`src/rtl/rr_mux4_pkg.sv`:
```
// Shared constants for the four-source round-robin mux arbiter.
// Latency: n/a (types and helpers only).
// Backpressure: n/a.
package rr_mux4_pkg;

  localparam int NUM_SRC = 4;

  localparam logic IDLE  = 1'b0;
  localparam logic GRANT = 1'b1;

  localparam logic [1:0] SEL_A = 2'd0;
  localparam logic [1:0] SEL_B = 2'd1;
  localparam logic [1:0] SEL_C = 2'd2;
  localparam logic [1:0] SEL_D = 2'd3;

  function automatic logic [NUM_SRC-1:0] onehot4(input logic [1:0] idx);
    logic [NUM_SRC-1:0] v;
    v      = '0;
    v[idx] = 1'b1;
    return v;
  endfunction

endpackage

```
`src/rtl/rr_mux4_arbiter_pick.sv`:
```
// Round-robin pick: first set req bit scanning ptr+1, ptr+2, ptr+3, ptr.
// Latency: combinational.
// Backpressure: none.
module rr_pick4
  import rr_mux4_pkg::*;
(
  input  logic [NUM_SRC-1:0] req,
  input  logic [1:0]         ptr,
  output logic               any,
  output logic [1:0]         idx
);

  // Scan from lowest to highest priority so the nearest candidate wins last.
  always_comb begin
    logic [1:0] cand;
    cand = '0;
    any  = 1'b0;
    idx  = ptr;
    for (int k = NUM_SRC; k >= 1; k--) begin
      cand = ptr + 2'(k);
      if (req[cand]) begin
        any = 1'b1;
        idx = cand;
      end
    end
  end

endmodule

```
`src/rtl/rr_mux4_arbiter.sv`:
```
// Round-robin arbiter owning a shared 4:1 mux; grants bursts of up to MAX_BURST beats.
// Latency: grant one cycle after req; data path y is combinational on the registered select.
// Backpressure: out_ready low holds owner, select and beat count; only accepted beats count.
module rr_mux4_arbiter
  import rr_mux4_pkg::*;
#(
  parameter int WIDTH     = 8,
  parameter int MAX_BURST = 4
) (
  input  logic               clk,
  input  logic               rst,
  input  logic [NUM_SRC-1:0] req,
  input  logic [WIDTH-1:0]   a,
  input  logic [WIDTH-1:0]   b,
  input  logic [WIDTH-1:0]   c,
  input  logic [WIDTH-1:0]   d,
  input  logic               out_ready,
  output logic [NUM_SRC-1:0] gnt,
  output logic               s0,
  output logic               s1,
  output logic [WIDTH-1:0]   y,
  output logic               out_valid,
  output logic               busy
);

  localparam int              CNT_W     = $clog2(MAX_BURST) + 1;
  localparam logic [CNT_W-1:0] LAST_BEAT = CNT_W'(MAX_BURST - 1);

  logic             state;
  logic [1:0]       sel;
  logic [1:0]       ptr;
  logic [CNT_W-1:0] cnt;

  logic       owner_req;
  logic       accept;
  logic       grant_done;
  logic [1:0] pick_ptr;
  logic       pick_any;
  logic [1:0] pick_idx;

  assign owner_req  = req[sel];
  assign out_valid  = (state == GRANT) && owner_req;
  assign accept     = out_valid && out_ready;
  assign grant_done = (state == GRANT) && (!owner_req || (accept && (cnt == LAST_BEAT)));

  // On release the pointer becomes the current owner in the same edge, so
  // arbitrate against sel directly instead of waiting for ptr to update.
  assign pick_ptr = (state == GRANT) ? sel : ptr;

  rr_pick4 u_pick (
    .req (req),
    .ptr (pick_ptr),
    .any (pick_any),
    .idx (pick_idx)
  );

  always_ff @(posedge clk) begin
    if (rst) begin
      state <= IDLE;
      gnt   <= '0;
      sel   <= SEL_A;
      cnt   <= '0;
      ptr   <= SEL_D;
    end else if (state == IDLE) begin
      if (pick_any) begin
        state <= GRANT;
        gnt   <= onehot4(pick_idx);
        sel   <= pick_idx;
        cnt   <= '0;
      end
    end else begin
      if (grant_done) begin
        ptr <= sel;
        if (pick_any) begin
          gnt <= onehot4(pick_idx);
          sel <= pick_idx;
          cnt <= '0;
        end else begin
          state <= IDLE;
          gnt   <= '0;
        end
      end else if (accept) begin
        cnt <= cnt + CNT_W'(1);
      end
    end
  end

  always_comb begin
    y = a;
    case (sel)
      SEL_A: y = a;
      SEL_B: y = b;
      SEL_C: y = c;
      SEL_D: y = d;
    endcase
  end

  assign s0   = sel[0];
  assign s1   = sel[1];
  assign busy = (state == GRANT);

endmodule

```
`config.mk`:
```
export PLATFORM = sky130hd
export DESIGN_NAME = rr_mux4_arbiter
export DESIGN_NICKNAME = d
export VERILOG_FILES = /design/src/rtl/rr_mux4_pkg.sv /design/src/rtl/rr_mux4_arbiter_pick.sv /design/src/rtl/rr_mux4_arbiter.sv
export SDC_FILE = /design/constraint.sdc
export NUM_CORES = 1
export LEC_CHECK = 0
export BUFFER_PORTS_ARGS = -buffer_cell sky130_fd_sc_hd__buf_2
export CAP_MARGIN = 10
export CORE_ASPECT_RATIO = 0.75
export CORE_MARGIN = 2
export CORE_UTILIZATION = 40
export CTS_CLUSTER_SIZE = 20
export DETAILED_ROUTE_END_ITERATION = 12
export MAX_ROUTING_LAYER = met4
export PLACE_DENSITY = 0.83
export SYNTH_ARGS = -nofsm -noshare
export SYNTH_HDL_FRONTEND = slang
export SYNTH_SLANG_ARGS = --single-unit
```
`constraint.sdc`:
```
create_clock -name clk -period 2.6 [get_ports clk]
set_clock_uncertainty 0.2 [all_clocks]
set_input_delay 0.26 -clock clk [delete_from_list [all_inputs] [get_ports clk]]
set_output_delay 0.26 -clock clk [all_outputs]
set_load 0.005 [all_outputs]
```
# After elaboration in Yosys (flattened, before gate mapping)
# Index checks and enable logic that the tools add are counted.
# word_totals
reg_bits	12
inputBits	39
out_inout_bits	16
word_cells	68
# classes
addsub	4
n_lt_le_gt_ge	7
eq_ne	6
muxes	35
reduce_logical	11
# op_table
cell	n
case mux 8 bit (4 select lines)	1
< comparator 2 x 3 -> 1 bit, second input constant	6
two-way mux 4 bit	4
two-way mux 2 bit	7
two-way mux 1 bit	13
two-way mux 3 bit	4
binary-select mux 1 bit (select 2 bit)	5
logical AND 1 bit	5
adder 2 bit, second input constant	2
equality test 2 bit, second input constant	2
AND reduction 2 bit	2
adder 3 x 1 -> 3 bit, second input constant	1
equality test 3 x 2 -> 1 bit, second input constant	1
inequality test 3 x 1 -> 1 bit, second input constant	1
adder 2 x 1 -> 2 bit, second input constant	1
demux 1 bit (select 2 bit)	1
equality test 2 x 1 -> 1 bit, second input constant	1
greater-or-equal comparator 2 x 1 -> 1 bit, second input constant	1
logical NOT 2 bit	1
inequality test 2 x 1 -> 1 bit, second input constant	1
nonzero test 2 bit	1
logical NOT 1 bit	1
logical OR 1 bit	1

# Depth between registers and ports, before layout
# logic_depth
depth_word	14
depth_mapped	7
depth_no_buf	6

# Cells and area by module
# A second synthesis with hierarchy kept.
# hier_totals
hier_cells	89
hier_area_um2	943.4
# modules_own_cells
mod	instances	cells_each	area_per_inst_um2	seq_area_each_um2
rr_mux4_arbiter	1	75	860.8	240.2
rr_pick4	1	14	82.6	0.0

# Worst setup path after synthesis
# No wires, ideal clock.
# synth_path
path_type	flip-flop to flip-flop
startpoint	reg sel[1]
endpoint	reg gnt[3]
setup_ps	92
t_arrival_ps	1812
required_time_ps	2308
path_slack_ps	496
stages_incl_launch_ff	6
path_buffers	1
synth_period_minus_slack_ps	2104
cell_sequence	dfxtp_1 mux4_2 and3_1 clkbuf_2 or3_4 o32ai_1
# synth_between
elab_chain_cells	14
elab_cells_between_ends	39
cone_classes	add/sub: 3; order compare: 2; eq/ne: 1; mux: 24; reduce/logical: 9
# synth_rtl
item	line	rtl
from (decl)	rr_mux4_arbiter.sv:30	logic [1:0] sel;
from (signal assigned)	rr_mux4_arbiter.sv:68	sel <= pick_idx;
from (signal assigned)	rr_mux4_arbiter.sv:76	sel <= pick_idx;
two-way mux 2 bit	rr_mux4_arbiter.sv:48	assign pick_ptr = (state == GRANT) ? sel : ptr;
adder 2 bit	rr_mux4_arbiter_pick.sv:20	cand = ptr + 2'(k);
binary-select mux 1 bit (select 2 bit)	rr_mux4_arbiter_pick.sv:21	if (req[cand]) begin
two-way mux 1 bit (implied by the code)	rr_mux4_arbiter_pick.sv:21	
two-way mux 2 bit (3 in series)	rr_mux4_arbiter_pick.sv:21	
< comparator 2 x 3 -> 1 bit (implied by the code) / greater-or-equal comparator 2 x 1 -> 1 bit (equally long branches)	rr_mux4_pkg.sv:19	v[idx] = 1'b1;
logical AND 1 bit (implied by the code)	rr_mux4_pkg.sv:19	
two-way mux 1 bit (implied by the code)	rr_mux4_pkg.sv:19	
demux 1 bit (select 2 bit)	rr_mux4_pkg.sv:19	
two-way mux 4 bit	rr_mux4_arbiter.sv:74	if (pick_any) begin
two-way mux 4 bit	rr_mux4_arbiter.sv:72	if (grant_done) begin
two-way mux 4 bit	rr_mux4_arbiter.sv:64	end else if (state == IDLE) begin
to (signal assigned)	rr_mux4_arbiter.sv:67	gnt <= onehot4(pick_idx);
to (signal assigned)	rr_mux4_arbiter.sv:75	gnt <= onehot4(pick_idx);
to (decl)	rr_mux4_arbiter.sv:18	output logic [NUM_SRC-1:0] gnt,
# Parallel ways exist; a longest one is shown, timed or not. The select of a mux whose other input is x is not followed.
# A chain may end at the register's enable or synchronous reset.

# Worst setup path in the final report
# Ends and elaborated chain as after synthesis.

==> qor.csv <==
stage,metric,value,unit
global_routing,GRT overflow,0,
worst_hold_path,Hold Path Class,input port to register,
logic_synthesis,Synth Warn #,0,
global_routing,vias in the first global route,948,
clocking,number of hold buffers added after CTS,0,
final_layout,Final Net Count,183,
worst_setup_path,Crit-path slowest cell,mux4_2,
worst_setup_path,Crit path required time,2.58,ns
drt,drt pass-1 iters,4,
worst_setup_path,R2R Path End,gnt[3]$_SDFFE_PP0P_,
timing,final period utilization,80.2,%
worst_setup_path,WP data arrival,2.07,ns
final_layout,share of cells above drive strength 1,50.7,%
worst_hold_path,Worst Hold Path EP,gnt[1]$_SDFFE_PP0P_,
final_layout,finished layout cell area,0.00120,sq mm
timing,crit path time final,2.09,ns
clocking,CTS root buffer,clkbuf_4,
clocking,post-CTS sizing,0,
worst_setup_path,Worst path max stage delay,0.56,ns
clocking,Clock Path Buffers,2,
global_routing,All-Layer GR Usage,22.6,%
timing,FMAX,0.479,GHz
placed_design,GP Congestion,0.882,
logic_synthesis,syn nets,126,
drt,vias,947,
placed_design,placed cells,161,
worst_hold_path,Hold Path Depth,2,
placed_design,port bufs,54,
worst_setup_path,internal reg-to-reg setup slack,0.51,ns
timing,final hold violations,0,
worst_setup_path,Critical R2R Launch,sel[1]$_SDFFE_PP0P_,
pwr,Worst VDD drop,0.000339,V
timing,Final Max Slew Viols,0,
pwr,Power Density,497,mW/mm^2
global_routing,global-route wire length before repair,4200,microns
final_layout,Syn-to-layout area delta,36.8,%
drt,final WL,2620,microns
timing,setup_tns,0,ns
clocking,"CTS clk-pin slew, worst paths",0.08,ns
worst_setup_path,CP cell instances,mux4_2 -> and3_1 -> or3_4 -> o32ai_1,
final_layout,final cell count without fillers,164,
clocking,Worst-Skew Late Latency,0.27,ns
timing,Hold WS,0.122,ns
floorplanning,die area,0.00259,sq mm
logic_synthesis,Netlist Area Pre-Place,878,sq um
clocking,CTS Buf Count,3,
clocking,clock sink count,12,
placed_design,placed inst area,0.00118,sq mm
final_layout,utilization after layout,59.1,%
clocking,setup repair bufs after CTS,0,
floorplanning,die width,58.1,microns
clocking,CTS tree,yes,
floorplanning,num rows,14,
worst_setup_path,worst reg2reg path depth,4,
worst_setup_path,CP Capture Type,register,
logic_synthesis,Syn Area/Cell,10.3,sq um
drt,Post-DRT Antenna Nets,0,
logic_synthesis,synth unique cells,40,
floorplanning,starting density of the core,43.2,%
final_layout,Diodes inserted,0,
worst_setup_path,crit path kind,register to register,
floorplanning,# IOs,55,
floorplanning,height of the chip,44.6,microns
pwr,Pleak,0.000538,uW
clocking,H-tree depth,1,
run,Max Cap Violations,0,
worst_hold_path,Hold Startpoint,rst,
global_routing,largest net degree at the start of global routing,14,
drt,DRC Markers,0,
run_status,status,finished clean,
logic_synthesis,"Seq/Total Area, Yosys",27.4,%
timing,Worst slew margin,62.1,%
drt,vias per inst,5.77,
worst_setup_path,Worst setup SP type,register,
timing,Least-Margin Pin Slew,0.553,ns
timing,RSZ-0062 raised after global routing,false,
logic_synthesis,synthesized flop and latch total,12,
floorplanning,core box area,0.00203,sq mm
global_routing,antenna violations before repair,0,
logic_synthesis,Syn Inst Count,85,
worst_setup_path,CP Max Fanout,8,
placed_design,Post-DP HPWL,2170,microns
timing,Final Setup Violations,0,
drt,drt wl/cell,16.0,microns
drt,First DRT Iteration DRCs,14,
==> how the worst max path moves through the flow <==
stage / from / end / slack (ns) / depth (start not counted)
6_report: sel[1]$_SDFFE_PP0P_ / gnt[3]$_SDFFE_PP0P_ / 0.51 / 4
3_5_place_dp: req[3] / gnt[3]$_SDFFE_PP0P_ / 0.49 / 5
3_3_place_gp: req[3] / gnt[3]$_SDFFE_PP0P_ / 0.54 / 5
4_1_cts: sel[1]$_SDFFE_PP0P_ / gnt[3]$_SDFFE_PP0P_ / 0.51 / 4
5_1_grt: busy$_SDFF_PP0_ / gnt[3]$_SDFFE_PP0P_ / 0.43 / 3
2_1_floorplan: sel[1]$_SDFFE_PP0P_ / gnt[3]$_SDFFE_PP0P_ / 0.50 / 5
==> flip-flops by register name, summed over array words and instances (netlist names) <==
signal,count
busy,1
cnt,3
gnt,4
ptr,2
sel,2
==> cell type report <==
class                      count  area, sq um
sequential                    12          240
timing repair buffer          57          293
inverter                       7         26.3
tap                           24         30.0
fill                         167          831
multi-input combinational     61          589
clock buffer                   3         22.5
==> critical path: cells and delay by family, from the launching register on <==
kind	cells	cell delay [ns]
muxes	1	0.56
and+or+nand+nor	2	0.68
DFF	1	0.36
AOI/OAI and AO/OA	1	0.21
==> synthesized netlist by cell type (all sizes together) <==
cell     count  share of area, %
and4         1               1.0
mux2i        4               4.6
and3         1              0.71
a21boi       1              0.86
a41oi        1               1.0
a221o        1               1.1
o21ai        2               1.1
or3          2               2.0
nor4         1              0.71
ha           2               2.8
mux2         1               1.3
nor4bb       1               1.1
buf          3               1.6
nor2b        2               1.4
o31ai        2               1.7
a221oi       2               2.0
inv          7               3.0
a211oi       2               1.7
o211ai       2               1.7
o21bai       1              0.86
nor2         3               1.3
a31oi        2               1.4
nand4        1              0.71
nand4b       1               1.0
nor3         2               1.1
nand2        2              0.86
or2b         2               1.7
o2bb2ai      1               1.0
o32ai        3               3.0
clkbuf       2               1.0
dfxtp       12                27
a22oi        1              0.86
nand3        1              0.57
a21oi        2               1.1
mux4         9                23
nand3b       1              0.86
and2         1              0.71
==> routing by layer <==
layer	track usage (%)	up-vias	part of all wire (%)
li1	-	453	-
met1	25.5	466	41
met2	38.2	22	54
met3	5.85	6	3.0
met4	10.2	0	1.6
met5	-	-	0
==> power by group <==
part / switching, uW / internal (uW) / total [uW]
clock: 58.4 / 53.5 / 112
sequential: 16.2 / 205 / 221
combinational: 123 / 141 / 264
total: 198 / 399 / 597
==> metrics by stage <==
step	total power [uW]	setup WS, ns
6_report	597	0.514
5_1_grt	639	0.435
4_1_cts	602	0.511
3_5_place_dp	490	0.491
3_3_place_gp	477	0.542
2_1_floorplan	384	0.496
==> cells in the final DEF, fill, tap and decap left out, types with 2 or more instances in the layout <==
| cell | netlist | routed |
|---|---|---|
| a211oi_1 | 2 | 2 |
| a21oi_1 | 2 | 2 |
| a221oi_1 | 2 | 2 |
| a31oi_1 | 2 | 2 |
| buf_2 | 2 | 54 |
| buf_4 | 0 | 3 |
| clkbuf_4 | 0 | 3 |
| dfxtp_1 | 12 | 12 |
| ha_1 | 2 | 2 |
| inv_1 | 7 | 7 |
| mux2i_1 | 4 | 4 |
| mux4_2 | 9 | 9 |
| nand2_1 | 2 | 2 |
| nor2_1 | 3 | 3 |
| nor2b_1 | 2 | 2 |
| nor3_1 | 2 | 2 |
| o211ai_1 | 2 | 2 |
| o21ai_0 | 2 | 2 |
| o31ai_1 | 2 | 2 |
| o32ai_1 | 3 | 3 |
| or2b_1 | 2 | 2 |
==> cell families (layout without fill, tap and decap cells) <==
kind of cell | Yosys count | in the layout | synth area share, %
AOI/OAI and AO/OA | 23 | 23 | 19.5
and+or+nand+nor | 22 | 22 | 15.8
muxes | 14 | 14 | 28.9
DFF | 12 | 12 | 27.4
buffers and inverters | 12 | 67 | 5.55
adders and majority gates | 2 | 2 | 2.85
Note: power is estimated with default switching activity, not from simulation.
